==> config.mk <==
export PLATFORM = sky130hd
export DESIGN_NAME = pipelined_fetch_unit
export DESIGN_NICKNAME = d
export VERILOG_FILES = /design/src/rtl/pipelined_fetch_unit.sv
export SDC_FILE = /design/constraint.sdc
export NUM_CORES = 1
export LEC_CHECK = 0
export ABC_AREA = 1
export CAP_MARGIN = 10
export CORE_MARGIN = 5
export CORE_UTILIZATION = 27
export CTS_CLUSTER_SIZE = 12
export DETAILED_ROUTE_END_ITERATION = 10
export HOLD_SLACK_MARGIN = 0.05
export PLACE_DENSITY_LB_ADDON = 0.25
export SLEW_MARGIN = 25
export SYNTH_ARGS = -nofsm -noshare
export SYNTH_HDL_FRONTEND = slang
export SYNTH_SLANG_ARGS = --single-unit
export TNS_END_PERCENT = 5
==> constraint.sdc <==
create_clock -name clk -period 9.3 [get_ports clk]
set_clock_uncertainty 0.15 [all_clocks]
set_input_delay 1.86 -clock clk [delete_from_list [all_inputs] [get_ports clk]]
set_output_delay 1.86 -clock clk [all_outputs]
set_load 0.05 [all_outputs]
==> src/rtl/pipelined_fetch_unit.sv <==
// Fetch stage: owns the PC, issues 1-cycle imem reads, and buffers {instr, pc} for decode.
// Latency: issue -> instr_valid two cycles later; credit check stalls fetch rather than overflow the buffer.
module pipelined_fetch_unit #(
  parameter logic [31:0] RESET_PC   = 32'h0,
  parameter int          FIFO_DEPTH = 2
) (
  input  logic        clk,
  input  logic        rst,
  input  logic [31:0] pc_input,
  input  logic        pc_en,
  input  logic        flush,
  output logic [31:0] pc,
  output logic        fetch_stall,
  output logic        imem_req,
  output logic [31:0] imem_addr,
  input  logic [31:0] imem_rdata,
  output logic        instr_valid,
  input  logic        instr_ready,
  output logic [31:0] instr_data,
  output logic [31:0] instr_pc
);
  localparam int PW = $clog2(FIFO_DEPTH);
  localparam int CW = PW + 1;

  logic [31:0]   pc_q, pc_d;
  logic          inflight_q;
  logic [31:0]   inflight_pc_q;
  logic [31:0]   data_q [FIFO_DEPTH];
  logic [31:0]   pcs_q  [FIFO_DEPTH];
  logic [PW-1:0] rd_ptr_q, wr_ptr_q;
  logic [CW-1:0] count_q, count_d;
  logic [CW:0]   credit;
  logic          pop, push, issue;
  logic          unused_ok;

  assign unused_ok = &{1'b0, pc_input[1:0]};

  assign instr_valid = (count_q != '0);
  assign pop         = instr_valid & instr_ready;
  assign push        = inflight_q & ~flush;

  // Entries already owned or about to be owned, net of the one leaving this cycle.
  assign credit = {1'b0, count_q} + {{CW{1'b0}}, inflight_q} - {{CW{1'b0}}, pop};
  assign issue  = ~rst & pc_en & ~flush & (credit < (CW+1)'(FIFO_DEPTH));

  assign imem_req    = issue;
  assign imem_addr   = pc_q;
  assign pc          = pc_q;
  assign fetch_stall = pc_en & ~flush & ~issue;
  assign instr_data  = data_q[rd_ptr_q];
  assign instr_pc    = pcs_q[rd_ptr_q];

  always_comb begin
    pc_d = pc_q;
    if (flush || issue) pc_d = {pc_input[31:2], 2'b00};
  end

  always_comb begin
    count_d = count_q;
    if (push && !pop)      count_d = count_q + CW'(1);
    else if (pop && !push) count_d = count_q - CW'(1);
  end

  always_ff @(posedge clk) begin
    if (rst) begin
      pc_q          <= RESET_PC;
      inflight_q    <= 1'b0;
      inflight_pc_q <= '0;
      rd_ptr_q      <= '0;
      wr_ptr_q      <= '0;
      count_q       <= '0;
    end else begin
      pc_q       <= pc_d;
      inflight_q <= issue;
      if (issue) inflight_pc_q <= pc_q;
      if (flush) begin
        rd_ptr_q <= '0;
        wr_ptr_q <= '0;
        count_q  <= '0;
      end else begin
        if (push) wr_ptr_q <= wr_ptr_q + PW'(1);
        if (pop)  rd_ptr_q <= rd_ptr_q + PW'(1);
        count_q <= count_d;
      end
    end
  end

  always_ff @(posedge clk) begin
    if (!rst && push) begin
      data_q[wr_ptr_q] <= imem_rdata;
      pcs_q[wr_ptr_q]  <= inflight_pc_q;
    end
  end

  // The credit check must make this unreachable.
  assert property (@(posedge clk) disable iff (rst)
    !(push && !pop && count_q == CW'(FIFO_DEPTH)));

endmodule

==> results of run 1 <==
worst max-delay path by stage:
stage / startpoint / to / cells past startpoint
global route: instr_ready / imem_req / 11
CTS: instr_ready / imem_req / 11
finish: instr_ready / imem_req / 11
detailed placement: instr_ready / imem_req / 11
floorplan: flush / data_q[0][0] / 3
global placement: instr_ready / imem_req / 11
cell families after synthesis:
kind of cell / synth area share
AND/OR/NAND/NOR: 0.0963
other: 0.000502
adder cells (fa/ha/maj): 0.00603
XOR/XNOR: 0.00117
multiplexers: 0.0935
flip-flops: 0.675
AO/OA/AOI/OAI: 0.0422
buffers and inverters: 0.0848
placed cells by master, fill, tap and decap left out, types with 3 or more instances in the layout:
cell type        count
nand3_1             31
buf_4                6
clkbuf_1             4
dfxtp_1             65
o21ai_0             30
nand2_1             43
clkdlybuf4s50_1    191
conb_1               6
nor2_1              94
mux2_2              62
a21oi_1             33
inv_1               38
clkbuf_8             3
clkbuf_16           19
edfxtp_1           124
layer usage:
metal | vias to the layer above | part of all wire
li1 | 2322 | -
met1 | 2212 | 0.48
met2 | 127 | 0.45
met3 | 12 | 0.061
met4 | 4 | 0.0098
met5 | - | 0.0013
worst reg2reg max path: stages (launching register included):
cell and delay [ns]:
dfxtp_1 0.43, inv_1 0.08, nand2_1 0.08, nand2_1 0.10, inv_1 0.07, ha_1 0.21
or2_2 0.30, fa_1 0.43, nand2_1 0.09, nor2_2 0.05, nand2_4 0.07, buf_4 0.69
o21ai_0 0.34, nor2_1 0.15
cell type report:
class / instances / share of cell area
Sequential cell: 190 / 0.503
Timing Repair Buffer: 197 / 0.195
Tap cell: 372 / 0.0464
Inverter: 41 / 0.0156
Antenna cell: 1 / 0.000249
Multi-Input combinational cell: 311 / 0.182
Clock inverter: 6 / 0.00461
Clock buffer: 26 / 0.0530
sequential cells by signal, summed over array words and instances, names as in the netlist, named ones only:
| signal | flops |
|---|---|
| data_q | 64 |
| inflight_pc_q | 30 |
| pcs_q | 60 |
| rd_ptr_q | 1 |
| wr_ptr_q | 1 |
| count_q | 2 |
| imem_addr | 30 |
| inflight_q | 1 |
per-stage QoR:
stage          hold WS (ns)  area, um2
6_report              0.303      10000
5_1_grt               0.316      10000
4_1_cts               0.305      10000
3_5_place_dp          0.289       9460
3_3_place_gp          0.282       9460
2_1_floorplan         0.276       7490
where the power goes:
part,internal [W],switching [W]
combinational,0.0000875,0.000150
clock,0.000399,0.000306
sequential,0.000920,0.0000191
total,0.00141,0.000476
==> metrics.txt, run 1 <==
Initial DRC Count=163; Port Buf Inserts=191; Initial Util=0.276; max cap viols=0; vias in the first global route=4724; final core occ=0.370; Worst-Margin Slew=0.938 ns; Final #Nets=830; Register Area=5050 um2; Fin. Hold Viols=0; outcome=finished clean; All-Layer GR Usage=0.110; DR DRC count=0; distinct cell type count after synthesis=25; Fin Setup TNS=0 ns; synth cell count leaders=124 x edfxtp_1, 95 x nor2_1, 66 x dfxtp_1; fin cells=1144; CTS root buf=clkbuf_16; M3 GR Usage=0.0330; die width=176 um; H-tree Lvls=4; post-route worst setup slack=2.33 ns; Main synth FF type=edfxtp_1; worst r2r src=count_q[1]; first-pass GRT wire length=26.6 mm; largest area contributor in the netlist=edfxtp_1; startpoint types=input pin; Top Ports=200; hold buffers post-CTS=0; Synth Register Bits=190; Min-Delay Endpoint=pcs_q[0][18]; fmax=144 MHz; post-DR wirelength/cell=14.9 um; dpl hpwl=10.4 mm; sequential fraction of the synthesis area=0.675; pin count of the biggest net entering global routing=92; Setup-failing EPs final=0; Resize count post-CTS=0; final wirelength=17.0 mm; DR vias=4677; DRT antenna net count=0; antenna violations before repair=2; clk buf depth=2; EDFF count, synth=124; FFs w/ async S/R, synth=0; critical path, cell by cell=clkdlybuf4s50_1, nand2_1, inv_1, ha_1, or2_2, fa_1, nand2_1, nor2_2, nand2_4, inv_4, clkdlybuf4s50_1; pwr/cell area=188 nW/um2; CP max FO=32; Reg2Reg Setup Slack=5.98 ns; met2 Resource Use GR=0.169; Max transition margin=0.375; global route hottest layer=met2; Worst Setup End Kind=output pin; Multi-input gate area=1830 um2; Placed Instances=1111; Final Max Tran Viols=0; R2R depth=13; floorplan core area=27100 um2; Crit Path Class=input pin to output pin; syn_area_per_cell=12.3 um2; Hold Path Class=flip-flop to flip-flop; met1 Usage GRT=0.151; final worst-path cycle share=0.749; CTS buffer count=17; Worst path max stage delay=0.89 ns; Syn Inst Count=605; clk_lat worst skew=0.41 ns; Sink Count=190; Warnings, synthesis=0; Slowest cell on crit path=clkdlybuf4s50_1; most frequent cell after synthesis=edfxtp_1; drt first pass iters=6; worst hold start=inflight_pc_q[20]; share of layout cells above drive strength 1=0.139; Post-CTS Setup Bufs=0; Synth top area share=0.499; worst path arrival time=4.96 ns; die area=31100 um2; leakage power=3.59 nW; hold path depth=0; site row count=60; top cells by area, synth=edfxtp_1 50%, dfxtp_1 18%, mux2_2 9.3%; GPL Wtd Cong=0.694; Post-Syn Area=7470 um2; minimum clock period=6.97 ns; area delta synth->final=34.4%; Worst EP required=7.29 ns; RSZ-0062 raised after global routing=no; Pwr Total=0.00188 W; total congestion overflow=0; crit path buf inv count=4; Worst IR Drop VDD=96.2 uV; CTS tree=yes; Die Ht=176 um; CP top delay family=buffers and inverters; FILL cells=2712; pre-CTS setup slack=2.29 ns; Reg clk slew, reported paths=0.07 ns; reg-to-reg endpoint=inflight_pc_q[2]; vias per cell=4.09
(Power assumes the default switching activity.)
==> inputs of run 2 (changes only) <==
==> constraint.sdc (replaced) <==
create_clock -name clk -period 6.5 [get_ports clk]
set_clock_uncertainty 0.15 [all_clocks]
set_input_delay 1.3 -clock clk [delete_from_list [all_inputs] [get_ports clk]]
set_output_delay 1.3 -clock clk [all_outputs]
set_load 0.05 [all_outputs]
==> metrics.txt, run 2 (same netlist as run 1, synthesis figures left out) <==
outcome=finished clean; Fin Setup TNS=0 ns (unchanged); vias per cell=4.10 (+0.30%); drt first pass iters=4 (-2); CTS root buf=clkbuf_16; worst path arrival time=3.87 ns (-1.09 ns); RSZ-0062 raised after global routing=no; fmax=188 MHz; vias in the first global route=4688 (-0.76%); fin cells=1144 (unchanged); pwr/cell area=265 nW/um2 (+42%); commonest non-fill, non-tap cell in the layout=clkdlybuf4s50_1; Top Ports=200 (unchanged); Comb power frac=0.129 (+0.003); total congestion overflow=0 (unchanged); biggest regs=data_q x64, pcs_q x60; startpoint types=input pin; Register Area=5050 um2 (unchanged); Setup-failing EPs final=0 (unchanged); CTS tree=yes; DRT antenna net count=0 (unchanged); Net Sw Frac=0.270 (+0.0175); Worst EP required=5.05 ns (-2.24 ns); Max transition margin=0.361 (-0.0135); Port Buf Inserts=191 (unchanged); dpl hpwl=10.5 mm (+0.83%); Resize count post-CTS=0 (unchanged); All-Layer GR Usage=0.109 (-0.000759); GPL Wtd Cong=0.702 (+1.3%); Die Ht=176 um (unchanged); post-DR wirelength/cell=15.0 um (+0.38%); DR DRC count=0 (unchanged); Final #Nets=831 (+0.12%); Crit Path Class=input pin to output pin; site row count=60 (unchanged); Pwr Total=0.00266 W (+42%); final wirelength=17.1 mm (+0.38%); share of layout cells above drive strength 1=0.144 (+0.00500); Worst-Margin Slew=0.958 ns (+0.0202 ns); floorplan core area=27100 um2 (unchanged); final core occ=0.370 (about the same); die area=31100 um2 (unchanged); sequential group share of total power=0.504 (+0.005); minimum clock period=5.32 ns; antenna violations before repair=1 (-1); area delta synth->final=34.4% (about the same); die width=176 um (unchanged); Sink Count=190 (unchanged); Reg clk slew, reported paths=0.07 ns (about the same); hold buffers post-CTS=0 (unchanged); switching power=0.000721 W (+51%); Initial Util=0.276 (unchanged); leakage power=3.60 nW (+0.28%); final worst-path cycle share=0.819; H-tree Lvls=4 (unchanged); largest register by flop count=data_q; Largest register FFs=64 (unchanged); Placed Instances=1111 (unchanged); R2R depth=14 (+1); max cap viols=0 (unchanged); most frequent cells in the layout=189 x clkdlybuf4s50_1, 124 x edfxtp_1, 94 x nor2_1; first-pass GRT wire length=26.5 mm (-0.39%); clk_lat worst skew=0.42 ns (about the same); pin count of the biggest net entering global routing=92 (unchanged); hold path depth=0 (unchanged); # diodes=0 (-1); FILL cells=2671 (-1.5%); Worst IR Drop VDD=146 uV (+52%); CTS buffer count=17 (unchanged); Post-CTS Setup Bufs=0 (unchanged); clk buf depth=2 (unchanged); CP max FO=32 (unchanged); Worst Setup End Kind=output pin; internal power=0.00194 W (+38%); Multi-input gate area=1830 um2 (unchanged); Hold Path Class=flip-flop to flip-flop; Clk pwr share=0.368 (-0.007); DR vias=4691 (+0.30%); Initial DRC Count=129 (-21%); Fin. Hold Viols=0 (unchanged); Final Max Tran Viols=0 (unchanged)
[run 2: cell types whose count changed in the layout (fill, tap and decap cells not counted), moves of 2 or more]
cell             before  now
buf_12                0    3
clkbuf_16            19   17
clkbuf_1              4    2
clkinvlp_4            2    0
clkdlybuf4s50_1     191  189
clkbuf_8              3    0
inv_8                 0    3
inv_6                 2    4
clkinv_4              1    3
[run 2: critical path, stage by stage]
cell and delay [ns]:
clkdlybuf4s50_1 0.40, nand2_1 0.13, inv_1 0.06, ha_1 0.26, or2_2 0.30, fa_1 0.48
nand2_1 0.06, nor2_2 0.14, nand2_4 0.07, inv_4 0.35, nor2_1 0.14, buf_12 0.18
[run 2: routing by layer]
layer,routed length [um],part of all wire,vias to the layer above,track usage
li1,-,-,2318,-
met1,8200,0.48,2226,0.147
met2,7750,0.45,134,0.172
met3,974,0.057,11,0.0323
met4,175,0.010,2,0.0302
met5,11,0.00064,-,0
[run 2: path summary, 6_finish.rpt]
kind / start / end / slack, ns
max: instr_ready / fetch_stall / 1.18
min: inflight_pc_q[8] / pcs_q[0][6] / 0.30
max reg2reg: count_q[1] / imem_addr[23] / 3.28
min reg2reg: inflight_pc_q[8] / pcs_q[0][6] / 0.30
[run 2: cell type report]
type                       count  area share
sequential                   190       0.503
clock buffer                  19      0.0431
tap                          372      0.0464
inverter                      41      0.0156
clock inverter                13      0.0108
multi-input combinational    311       0.182
timing repair buffer         198       0.199
[run 2: metrics by stage]
step	hold slack, ns	cell area (um2)	setup slack (ns)
floorplan	0.276	7490	0.0839
global placement	0.282	9480	1.15
detailed placement	0.290	9480	1.13
CTS	0.308	10000	1.13
global route	0.315	10000	0.988
finish	0.302	10000	1.18
[run 2: power groups by stage]
stage | Combinational [W] | Sequential [W] | Clock [W]
3_3_place_gp | 0.000344 | 0.00137 | 0
3_5_place_dp | 0.000346 | 0.00137 | 0
6_report | 0.000342 | 0.00134 | 0.000980
5_1_grt | 0.000366 | 0.00135 | 0.00106
4_1_cts | 0.000347 | 0.00134 | 0.00102
2_1_floorplan | 0.000192 | 0.00141 | 0
